<file path="config.mk">
export PLATFORM = sky130hd
export DESIGN_NAME = uart_fifo_core_flat
export DESIGN_NICKNAME = d
export VERILOG_FILES = /design/src/rtl/uart_fifo_core_if.sv /design/src/rtl/uart_fifo_core.sv /design/src/flat_wrapper.sv
export SDC_FILE = /design/constraint.sdc
export NUM_CORES = 1
export LEC_CHECK = 0
export CAP_MARGIN = 10
export CORE_MARGIN = 1.5
export CORE_UTILIZATION = 26
export CTS_CLUSTER_SIZE = 24
export DETAILED_ROUTE_END_ITERATION = 7
export GPL_ROUTABILITY_DRIVEN = 0
export PLACE_DENSITY = 0.51
export SLEW_MARGIN = 0
export SYNTH_ARGS = -nofsm -noshare
export SYNTH_HDL_FRONTEND = slang
export SYNTH_SLANG_ARGS = --single-unit
</file>
<file path="constraint.sdc">
create_clock -name clk -period 4.8 [get_ports clk]
set_clock_uncertainty 0.1 [all_clocks]
set_input_delay 0.48 -clock clk [delete_from_list [all_inputs] [get_ports clk]]
set_output_delay 0.48 -clock clk [all_outputs]
set_load 0.1 [all_outputs]
</file>
<file path="src/rtl/uart_fifo_core_if.sv">
// Streaming handshake bundle for uart_fifo_core: transmit valid/ready in,
// receive FIFO valid/ready out, plus receive occupancy and error pulses.
// The core connects through the slave modport; its user connects through master.
interface uart_fifo_core_if #(
    parameter int DATA_BITS  = 8,
    parameter int FIFO_DEPTH = 16
);
    localparam int COUNT_W = $clog2(FIFO_DEPTH) + 1;

    logic [DATA_BITS-1:0] tx_data;
    logic                 tx_valid;
    logic                 tx_ready;
    logic [DATA_BITS-1:0] rx_data;
    logic                 rx_valid;
    logic                 rx_ready;
    logic [COUNT_W-1:0]   rx_count;
    logic                 rx_frame_err;
    logic                 rx_parity_err;
    logic                 rx_overrun;

    modport master (
        output tx_data, tx_valid, rx_ready,
        input  tx_ready, rx_data, rx_valid, rx_count,
        input  rx_frame_err, rx_parity_err, rx_overrun
    );

    modport slave (
        input  tx_data, tx_valid, rx_ready,
        output tx_ready, rx_data, rx_valid, rx_count,
        output rx_frame_err, rx_parity_err, rx_overrun
    );
endinterface

</file>
<file path="src/rtl/uart_fifo_core.sv">
// Full-duplex UART engine: valid/ready transmitter, oversampling-free
// mid-bit receiver and a first-word-fall-through receive FIFO.
// Optional feature macro: UART_PARITY_EN adds a parity bit to both directions
// (sense chosen by PARITY_ODD); without it frames are start/data/stop only and
// rx_parity_err is constant 0.
module uart_fifo_core #(
    parameter int CLKS_PER_BIT = 234,
    parameter int DATA_BITS    = 8,
    parameter int FIFO_DEPTH   = 16,
    parameter int PARITY_ODD   = 0
) (
    input  logic             clk,
    input  logic             rst,
    input  logic             uart_rx,
    output logic             uart_tx,
    uart_fifo_core_if.slave  bus
);
    localparam int CNT_W = $clog2(CLKS_PER_BIT);
    localparam int BIT_W = $clog2(DATA_BITS);
    localparam int AW    = $clog2(FIFO_DEPTH);
    localparam int PW    = AW + 1;

    localparam logic [CNT_W-1:0] BIT_LAST  = CNT_W'(CLKS_PER_BIT - 1);
    localparam logic [CNT_W-1:0] HALF_LAST = CNT_W'(CLKS_PER_BIT / 2 - 1);
    localparam logic [BIT_W-1:0] DATA_LAST = BIT_W'(DATA_BITS - 1);
    localparam logic             ODD       = (PARITY_ODD != 0);
`ifdef UART_PARITY_EN
    localparam logic PAR_EN = 1'b1;
`else
    localparam logic PAR_EN = 1'b0;
`endif

    typedef enum logic [2:0] {S_IDLE, S_START, S_DATA, S_PARITY, S_STOP} state_t;

    // ---------------- transmitter ----------------
    state_t               tx_state, tx_state_n;
    logic [CNT_W-1:0]     tx_cnt, tx_cnt_n;
    logic [BIT_W-1:0]     tx_bit, tx_bit_n;
    logic [DATA_BITS-1:0] tx_shift, tx_shift_n;
    logic                 tx_par, tx_par_n;
    logic                 tx_line_n;

    assign bus.tx_ready = (tx_state == S_IDLE);

    // TX next state; the line level is registered from the next state so uart_tx is glitch-free
    always_comb begin
        tx_state_n = tx_state;
        tx_cnt_n   = tx_cnt;
        tx_bit_n   = tx_bit;
        tx_shift_n = tx_shift;
        tx_par_n   = tx_par;
        tx_line_n  = 1'b1;
        case (tx_state)
            S_IDLE: begin
                if (bus.tx_valid) begin
                    tx_state_n = S_START;
                    tx_cnt_n   = '0;
                    tx_shift_n = bus.tx_data;
                    tx_par_n   = (^bus.tx_data) ^ ODD;
                end
            end
            S_START: begin
                if (tx_cnt == BIT_LAST) begin
                    tx_cnt_n   = '0;
                    tx_bit_n   = '0;
                    tx_state_n = S_DATA;
                end else begin
                    tx_cnt_n = tx_cnt + 1'b1;
                end
            end
            S_DATA: begin
                if (tx_cnt == BIT_LAST) begin
                    tx_cnt_n   = '0;
                    tx_shift_n = tx_shift >> 1;
                    if (tx_bit == DATA_LAST) tx_state_n = PAR_EN ? S_PARITY : S_STOP;
                    else                     tx_bit_n   = tx_bit + 1'b1;
                end else begin
                    tx_cnt_n = tx_cnt + 1'b1;
                end
            end
            S_PARITY, S_STOP: begin
                if (tx_cnt == BIT_LAST) begin
                    tx_cnt_n   = '0;
                    tx_state_n = (tx_state == S_PARITY) ? S_STOP : S_IDLE;
                end else begin
                    tx_cnt_n = tx_cnt + 1'b1;
                end
            end
            default: tx_state_n = S_IDLE;
        endcase
        case (tx_state_n)
            S_START:  tx_line_n = 1'b0;
            S_DATA:   tx_line_n = tx_shift_n[0];
            S_PARITY: tx_line_n = tx_par_n;
            default:  tx_line_n = 1'b1;
        endcase
    end

    // TX control state and serial output
    always_ff @(posedge clk) begin
        if (rst) begin
            tx_state <= S_IDLE;
            tx_cnt   <= '0;
            tx_bit   <= '0;
            uart_tx  <= 1'b1;
        end else begin
            tx_state <= tx_state_n;
            tx_cnt   <= tx_cnt_n;
            tx_bit   <= tx_bit_n;
            uart_tx  <= tx_line_n;
        end
    end

    // TX data holding registers (contents are meaningless while idle)
    always_ff @(posedge clk) begin
        tx_shift <= tx_shift_n;
        tx_par   <= tx_par_n;
    end

    // ---------------- receiver ----------------
    state_t               rx_state, rx_state_n;
    logic [CNT_W-1:0]     rx_cnt, rx_cnt_n;
    logic [BIT_W-1:0]     rx_bit, rx_bit_n;
    logic [DATA_BITS-1:0] rx_shift, rx_shift_n;
    logic                 rx_par_bit, rx_par_bit_n;
    logic                 rx_wait_high, rx_wait_high_n;
    logic                 rx_meta, rx_sync;
    logic                 push_req, frame_err_n, par_err_n, overrun_n;
    logic                 frame_err_q, par_err_q, overrun_q;
    logic                 par_bad;

    assign par_bad = ((^rx_shift) ^ ODD) != rx_par_bit;

    // RX next state: mid-bit sampling; after a bad stop bit, wait for idle-high before re-arming
    always_comb begin
        rx_state_n     = rx_state;
        rx_cnt_n       = rx_cnt;
        rx_bit_n       = rx_bit;
        rx_shift_n     = rx_shift;
        rx_par_bit_n   = rx_par_bit;
        rx_wait_high_n = rx_wait_high;
        push_req       = 1'b0;
        frame_err_n    = 1'b0;
        par_err_n      = 1'b0;
        case (rx_state)
            S_IDLE: begin
                if (rx_sync) begin
                    rx_wait_high_n = 1'b0;
                end else if (!rx_wait_high) begin
                    rx_state_n = S_START;
                    rx_cnt_n   = '0;
                end
            end
            S_START: begin
                if (rx_cnt == HALF_LAST) begin
                    rx_cnt_n   = '0;
                    rx_bit_n   = '0;
                    rx_state_n = rx_sync ? S_IDLE : S_DATA;
                end else begin
                    rx_cnt_n = rx_cnt + 1'b1;
                end
            end
            S_DATA: begin
                if (rx_cnt == BIT_LAST) begin
                    rx_cnt_n   = '0;
                    rx_shift_n = {rx_sync, rx_shift[DATA_BITS-1:1]};
                    if (rx_bit == DATA_LAST) rx_state_n = PAR_EN ? S_PARITY : S_STOP;
                    else                     rx_bit_n   = rx_bit + 1'b1;
                end else begin
                    rx_cnt_n = rx_cnt + 1'b1;
                end
            end
            S_PARITY: begin
                if (rx_cnt == BIT_LAST) begin
                    rx_cnt_n     = '0;
                    rx_par_bit_n = rx_sync;
                    rx_state_n   = S_STOP;
                end else begin
                    rx_cnt_n = rx_cnt + 1'b1;
                end
            end
            S_STOP: begin
                if (rx_cnt == BIT_LAST) begin
                    rx_cnt_n   = '0;
                    rx_state_n = S_IDLE;
                    if (!rx_sync) begin
                        frame_err_n    = 1'b1;
                        rx_wait_high_n = 1'b1;
                    end else if (PAR_EN && par_bad) begin
                        par_err_n = 1'b1;
                    end else begin
                        push_req = 1'b1;
                    end
                end else begin
                    rx_cnt_n = rx_cnt + 1'b1;
                end
            end
            default: rx_state_n = S_IDLE;
        endcase
    end

    // RX synchroniser, control state and registered error pulses
    always_ff @(posedge clk) begin
        if (rst) begin
            rx_meta      <= 1'b1;
            rx_sync      <= 1'b1;
            rx_state     <= S_IDLE;
            rx_cnt       <= '0;
            rx_bit       <= '0;
            rx_wait_high <= 1'b0;
            frame_err_q  <= 1'b0;
            par_err_q    <= 1'b0;
            overrun_q    <= 1'b0;
        end else begin
            rx_meta      <= uart_rx;
            rx_sync      <= rx_meta;
            rx_state     <= rx_state_n;
            rx_cnt       <= rx_cnt_n;
            rx_bit       <= rx_bit_n;
            rx_wait_high <= rx_wait_high_n;
            frame_err_q  <= frame_err_n;
            par_err_q    <= par_err_n;
            overrun_q    <= overrun_n;
        end
    end

    // RX data shift register and received parity bit
    always_ff @(posedge clk) begin
        rx_shift   <= rx_shift_n;
        rx_par_bit <= rx_par_bit_n;
    end

    assign bus.rx_frame_err  = frame_err_q;
    assign bus.rx_parity_err = PAR_EN & par_err_q;
    assign bus.rx_overrun    = overrun_q;

    // ---------------- receive FIFO ----------------
    logic [DATA_BITS-1:0] mem [FIFO_DEPTH];
    logic [PW-1:0]        wr_ptr, rd_ptr, wr_ptr_n, rd_ptr_n;
    logic                 full, pop, push;

    assign full     = (wr_ptr[AW] != rd_ptr[AW]) && (wr_ptr[AW-1:0] == rd_ptr[AW-1:0]);
    assign pop      = bus.rx_valid && bus.rx_ready;
    assign push     = push_req && (!full || pop);
    assign overrun_n = push_req && full && !pop;
    assign wr_ptr_n = push ? wr_ptr + 1'b1 : wr_ptr;
    assign rd_ptr_n = pop  ? rd_ptr + 1'b1 : rd_ptr;

    assign bus.rx_valid = (wr_ptr != rd_ptr);
    assign bus.rx_count = wr_ptr - rd_ptr;

    // FIFO pointers
    always_ff @(posedge clk) begin
        if (rst) begin
            wr_ptr <= '0;
            rd_ptr <= '0;
        end else begin
            wr_ptr <= wr_ptr_n;
            rd_ptr <= rd_ptr_n;
        end
    end

    // FIFO storage write
    always_ff @(posedge clk) begin
        if (push) mem[wr_ptr[AW-1:0]] <= rx_shift;
    end

    // Registered head: bypass the incoming byte when it becomes the new head, hold when empty
    always_ff @(posedge clk) begin
        if (rst) begin
            bus.rx_data <= '0;
        end else if (wr_ptr_n != rd_ptr_n) begin
            bus.rx_data <= (push && (rd_ptr_n == wr_ptr)) ? rx_shift : mem[rd_ptr_n[AW-1:0]];
        end
    end
endmodule

</file>
<file path="src/flat_wrapper.sv">
// flat-port wrapper written by rule: the top's interface ports become plain ports
module uart_fifo_core_flat 
#(
    parameter int CLKS_PER_BIT = 234,
    parameter int DATA_BITS    = 8,
    parameter int FIFO_DEPTH   = 16,
    parameter int PARITY_ODD   = 0
)
  (clk, rst, uart_rx, uart_tx, bus_tx_data, bus_tx_valid, bus_rx_ready, bus_tx_ready, bus_rx_data, bus_rx_valid, bus_rx_count, bus_rx_frame_err, bus_rx_parity_err, bus_rx_overrun);
  uart_fifo_core_if #(.DATA_BITS(DATA_BITS), .FIFO_DEPTH(FIFO_DEPTH)) bus_i ();
  input  logic clk;
  input  logic rst;
  input  logic uart_rx;
  output logic uart_tx;
  input wire logic [$bits(bus_i.tx_data)-1:0] bus_tx_data;
  input wire logic [$bits(bus_i.tx_valid)-1:0] bus_tx_valid;
  input wire logic [$bits(bus_i.rx_ready)-1:0] bus_rx_ready;
  output wire logic [$bits(bus_i.tx_ready)-1:0] bus_tx_ready;
  output wire logic [$bits(bus_i.rx_data)-1:0] bus_rx_data;
  output wire logic [$bits(bus_i.rx_valid)-1:0] bus_rx_valid;
  output wire logic [$bits(bus_i.rx_count)-1:0] bus_rx_count;
  output wire logic [$bits(bus_i.rx_frame_err)-1:0] bus_rx_frame_err;
  output wire logic [$bits(bus_i.rx_parity_err)-1:0] bus_rx_parity_err;
  output wire logic [$bits(bus_i.rx_overrun)-1:0] bus_rx_overrun;
  assign bus_i.tx_data = bus_tx_data;
  assign bus_i.tx_valid = bus_tx_valid;
  assign bus_i.rx_ready = bus_rx_ready;
  assign bus_tx_ready = bus_i.tx_ready;
  assign bus_rx_data = bus_i.rx_data;
  assign bus_rx_valid = bus_i.rx_valid;
  assign bus_rx_count = bus_i.rx_count;
  assign bus_rx_frame_err = bus_i.rx_frame_err;
  assign bus_rx_parity_err = bus_i.rx_parity_err;
  assign bus_rx_overrun = bus_i.rx_overrun;
  uart_fifo_core #(.CLKS_PER_BIT(CLKS_PER_BIT), .DATA_BITS(DATA_BITS), .FIFO_DEPTH(FIFO_DEPTH), .PARITY_ODD(PARITY_ODD)) u_core (.clk(clk), .rst(rst), .uart_rx(uart_rx), .uart_tx(uart_tx), .bus(bus_i));
endmodule
</file>
## Yosys cells after proc, flatten, opt, wreduce, memory -nomap -nowiden

Memory sizes are Yosys's and may differ from the RTL's.
Cells that the tools add are included.

- Bits in registers: 69
- RAM bits: 128
- Input bits: 13
- Output and inout port bits: 19
- Word-level logic and storage cells: 145
- Memories: 1

Memories:

| name | words | width | rd ports | clocked after memory_dff | wr ports | line | text |
|---|---|---|---|---|---|---|---|
| u_core.mem | 16 | 8 | 1 | 0 | 1 | uart_fifo_core.sv:238 | `logic [DATA_BITS-1:0] mem [FIFO_DEPTH];` |

- Add/subtract/negate cells: 7
- Equal/unequal tests: 35
- Multiplexer cells: 51
- Bitwise gates (word level): 2
- Reduce and logical (&&, ||, !) cells: 30

Operators by type and width:

| cell | count |
|---|---|
| $mux W8 | 9 |
| $mux W3 | 19 |
| $pmux W8 S2 | 2 |
| $pmux W8 S3 | 1 |
| $eq A3 B2 Y1 const B | 6 |
| $add A8 B1 Y8 const B | 2 |
| $eq A8 B8 Y1 const B | 2 |
| $ne A2 B1 Y1 const B | 8 |
| $pmux W3 S5 | 1 |
| $eq A3 B3 Y1 const B | 4 |
| $ne A2 B2 Y1 const B | 6 |
| $pmux W3 S2 | 2 |
| $pmux W3 S4 | 1 |
| $reduce_and A4 Y1 | 3 |
| $mux W1 | 11 |
| $add A5 B1 Y5 const B | 2 |
| $mux W5 | 2 |
| $ne A5 B5 Y1 | 2 |
| $reduce_bool A2 Y1 | 5 |
| $eq A3 B1 Y1 const B | 3 |
| $eq A8 B7 Y1 const B | 1 |
| $reduce_xor A8 Y1 | 1 |
| $reduce_and A7 Y1 | 1 |
| $add A3 B1 Y3 const B | 2 |
| 18 further kinds | 29 |

## Longest topological paths before layout

- Depth in word-level cells: 7
- Mapped depth: 13
- Depth with buffers taken out: 9

## Worst setup path after synthesis

No wires, ideal clock.

- Path kind: flip-flop to output port
- From: register u_core.rd_ptr[1]
- To: output bus_rx_count[3]
- Arrival: 3.492 ns
- Data required time: 4.220 ns
- Setup slack: 0.728 ns
- Cell stages (with the launch flop): 9
- Path buffers: 3
- Cells stage by stage: dfxtp_1 clkbuf_1 buf_2 buf_2 inv_1 ha_1 a21o_1 a21oi_1 xnor2_1

- Cells in the longest elaborated chain, start to end: 1

Ends and longest elaborated chain:

| element | line | text |
|---|---|---|
| start, declared | uart_fifo_core.sv:239 | `logic [PW-1:0] wr_ptr, rd_ptr, wr_ptr_n, rd_ptr_n;` |
| start signal, assigned | uart_fifo_core.sv:259 | `rd_ptr <= rd_ptr_n;` |
| $sub A5 B5 Y5 | uart_fifo_core.sv:250 | `assign bus.rx_count = wr_ptr - rd_ptr;` |
| end, declared | flat_wrapper.sv:21 | `output wire logic [$bits(bus_i.rx_count)-1:0] bus_rx_count;` |

Every way passes these cells.

## Worst setup path in the final report

- From: register u_core.rd_ptr[3]
- To: memory u_core.mem[6][7], enable pin

- Cells in the longest elaborated chain, start to end: 7
- Elaborated cells between the ends (all ways): 9
- Classes of those cells: eq/ne: 2; mux: 2; reduce/logical: 5

Ends and longest elaborated chain:

| element | line | text |
|---|---|---|
| $eq A4 B4 Y1 | uart_fifo_core.sv:242 | `assign full = (wr_ptr[AW] != rd_ptr[AW]) && (wr_ptr[AW-1:0] == rd_ptr[AW-1:0]);` |
| $logic_and A1 B1 Y1 | uart_fifo_core.sv:242 |  |
| $logic_not A1 Y1 | uart_fifo_core.sv:244 | `assign push = push_req && (!full \|\| pop);` |
| $logic_or A1 B1 Y1 * | uart_fifo_core.sv:244 |  |
| $logic_and A1 B1 Y1 * | uart_fifo_core.sv:244 |  |
| $mux W1 * | uart_fifo_core.sv:265 | `if (push) mem[wr_ptr[AW-1:0]] <= rx_shift;` |
| $mux W1 (implied by the code) * | uart_fifo_core.sv:265 |  |
| end, declared | uart_fifo_core.sv:238 |  |

Every way passes the cells marked *; elsewhere a longest branch is shown, timed or not.

==> results.md <==
- Post-CTS setup buffers: 0
- DRC: 0
- Power per cell area: about 300 mW/mm²
- Vias: approximately 6400
- Crit-path max FO: 10
- Top cells by area, synth: edfxtp_1 43%, dfxtp_1 11%, mux4_2 9.2%
- Synth-to-Final Area Change: 15.8%
- H-tree levels: 4
- Starting density of the core: 0.265
- I/O pins: 32
- P_int: 2640 µW
- CTS max path bufs: 2
- Vias in the first global route: 6397
- Seq/Total Area, Yosys: 0.536
- CP startpoint kind: register
- Net Count, Synth: slightly above 800
- CP required: 4.76 ns
- Final-report max-slew violation count: 0
- Outcome: complete, no violations
- Starting DRC count in detailed routing: 476
- Worst-Margin Slew: around 1.1 ns
- Global route overflow: 0
- Hold Fails Final Rpt: 0
- Clock sink total: between 150 and 200
- Peak Freq: roughly 270 MHz
- Die W: 199 µm
- Worst vdd ir: 0.000165 V
- Slew HR: 0.255
- Sw Pwr: ~840 µW
- First-pass GRT wire length: around 39000 µm
- Post-synth EDFFs: ~140
- Final WL: approximately 25000 µm
- # diodes: 0
- Fillers: between 3000 and 4000
- Max-cap violations: 0
- Critical path origin: u_core.rd_ptr[3]$_SDFF_PP0_
- Synth Flop Type: edfxtp_1
- Layout cells sized above 1: 0.186
- Drt pass-1 iters: 4
- Area of the multi-input gates: 0.00435 mm²
- Hold Crit Class: register to register
- Post-DR wirelength/cell: ~19 µm
- Synthesized netlist cell count: about 770
- Crit path DAT: approximately 3.7 ns
- Leakage power: between 0.003 and 0.004 µW
- Vias/cell: just under 5
- Post-synth top area cell: edfxtp_1
- Async set or reset register ratio after synthesis: 0
- Clk_lat worst skew: 0.44 ns
- Die area: 0.0398 mm²
- Initial antenna violation count: 1
- Clock tree root driver cell: clkbuf_16
- Combinational Power Share: 0.036
- Power Total: around 3500 µW
- Total Nets Final: ~840
- Clock transition at path regs: ~0.080 ns
- GRT Overall Usage: 0.131
- Post-layout min period: 3.77 ns
- Post-DRT Antenna Nets: 0
- Setup violators final: 0
- Crit path capture type: register
- Clock power share: 0.438
- Sequential power share: 0.526
- Switching part of the total: 0.241
- Detailed placement HPWL: around 17000 µm
- RSZ-0062 raised after global routing: false
- Post-cts repair resize count: 0
- Mean cell area of the mapped netlist: around 13 µm²
- Die height: approximately 200 µm
- Core area: 0.0378 mm²
- Post-Synthesis Cell Area: approximately 0.010 mm²
- Total CTS buffers: 17
- Synthesized flop and latch total: about 200
- Worst Path Class, Setup: register to register
- CTS tree: yes
- Min-delay src: u_core.rx_meta$_SDFF_PP1_
- Register area: around 0.0054 mm²
- # rows: 71
- Total negative slack: 0 ns
- Final period utilization: 0.785
- Post-synth top area share: 0.428
- Largest net degree at the start of global routing: 57
- FF-to-FF Start: u_core.rd_ptr[3]$_SDFF_PP0_
- Synth cell types: 76
- Synth warn: 0
- PortBufs: 30
- Hold buffers post-CTS: 0
==> cell families after synthesis <==
family	after synthesis	share of synthesized area
AOI/OAI and AO/OA	118	0.0841
xor gates and xnor gates	42	0.0389
adders and majority gates	19	0.0244
buffers and inverters	71	0.0318
DFF	197	0.536
muxes	124	0.176
other	1	0.000374
and+or+nand+nor	201	0.108
==> power by group through the flow <==
stage	sequential, µW	combinational (µW)	clock [µW]
6_report	1830	124	1520
2_1_floorplan	1870	98.0	0
4_1_cts	1830	126	1570
3_3_place_gp	1870	125	0
3_5_place_dp	1870	125	0
5_1_grt	1830	138	1630
==> routing by layer <==
metal / up-vias / share of wire / wire, µm / track usage
met5: - / 0.00052 / 13 / 0
met4: 2 / 0.015 / 383 / 0.0356
met3: 21 / 0.044 / 1120 / 0.0287
met2: 129 / 0.47 / 11800 / 0.213
met1: 3261 / 0.47 / 11900 / 0.176
li1: 3024 / - / - / -
==> sequential cells by signal, indices dropped and copies added (netlist names), 3 cells and up <==
register and count:
u_core.rd_ptr 5, u_core.tx_state 3, u_core.bus.rx_data 8, u_core.rx_shift 8
u_core.mem 128, u_core.tx_shift 8, u_core.rx_bit 3, u_core.rx_state 3
u_core.tx_bit 3, u_core.wr_ptr 5, u_core.tx_cnt 8, u_core.rx_cnt 8
==> final cells by class <==
| class | instances | share of cell area |
|---|---|---|
| Sequential cell | 197 | 0.463 |
| Multi-Input combinational cell | 505 | 0.375 |
| Tap cell | 511 | 0.0550 |
| Timing Repair Buffer | 59 | 0.0431 |
| Clock buffer | 17 | 0.0366 |
| Clock inverter | 15 | 0.0192 |
| Inverter | 26 | 0.00840 |
==> layout by cell type (no fill, tap or decap), types with 7 or more instances in the layout <==
cell type | Yosys | final
a2111oi_0 | 9 | 9
a21oi_1 | 20 | 20
a31oi_1 | 10 | 10
buf_4 | 2 | 34
clkbuf_16 | 0 | 17
clkdlybuf4s50_1 | 0 | 24
dfxtp_1 | 54 | 52
edfxtp_1 | 143 | 143
ha_1 | 18 | 17
inv_1 | 26 | 26
mux2_2 | 11 | 11
mux2i_1 | 72 | 72
mux4_2 | 41 | 41
nand2_1 | 25 | 25
nand2b_1 | 9 | 9
nand3_1 | 14 | 14
nand4_1 | 7 | 7
nor2_1 | 71 | 71
nor3_1 | 18 | 18
o21ai_0 | 23 | 23
o32ai_1 | 13 | 13
xnor2_1 | 24 | 23
xor2_1 | 16 | 16
==> worst paths after layout <==
kind	end	slack, ns	cells past startpoint
worst min register to register	u_core.rx_sync$_SDFF_PP1_	0.31	1
worst max register to register	u_core.mem[6][7]$_DFFE_PP_	1.03	7
worst min-delay path	u_core.rx_sync$_SDFF_PP1_	0.31	1
worst max-delay path	u_core.mem[6][7]$_DFFE_PP_	1.03	7
==> metrics by stage <==
stage	util	setup slack, ns	instances	hold slack [ns]	instance area, µm²
floorplan	-	0.728	773	0.289	10000
global placement	0.290	1.23	1298	0.298	11000
detailed placement	0.290	1.01	1298	0.297	11000
CTS	0.307	1.02	1330	0.314	11600
global route	0.307	0.789	1330	0.337	11600
finish	0.307	1.03	1330	0.310	11600
==> worst max-delay path, stage by stage (launching register included) <==
cell	delay, ns
dfxtp_1	0.54
inv_1	0.16
ha_1	0.37
nand4_1	0.31
nor3_1	0.22
nor4_1	0.67
nand2_1	0.29
nor2_1	0.75
==> cell usage after synthesis (all sizes together), types with 18 or more instances <==
cell type,instances
nor3,18
mux2i,72
mux4,41
nand2,25
nor2,71
xnor2,25
clkbuf,29
o21ai,24
a21oi,20
dfxtp,54
edfxtp,143
ha,18
inv,26
No activity file was read; power rests on OpenSTA's default activity.
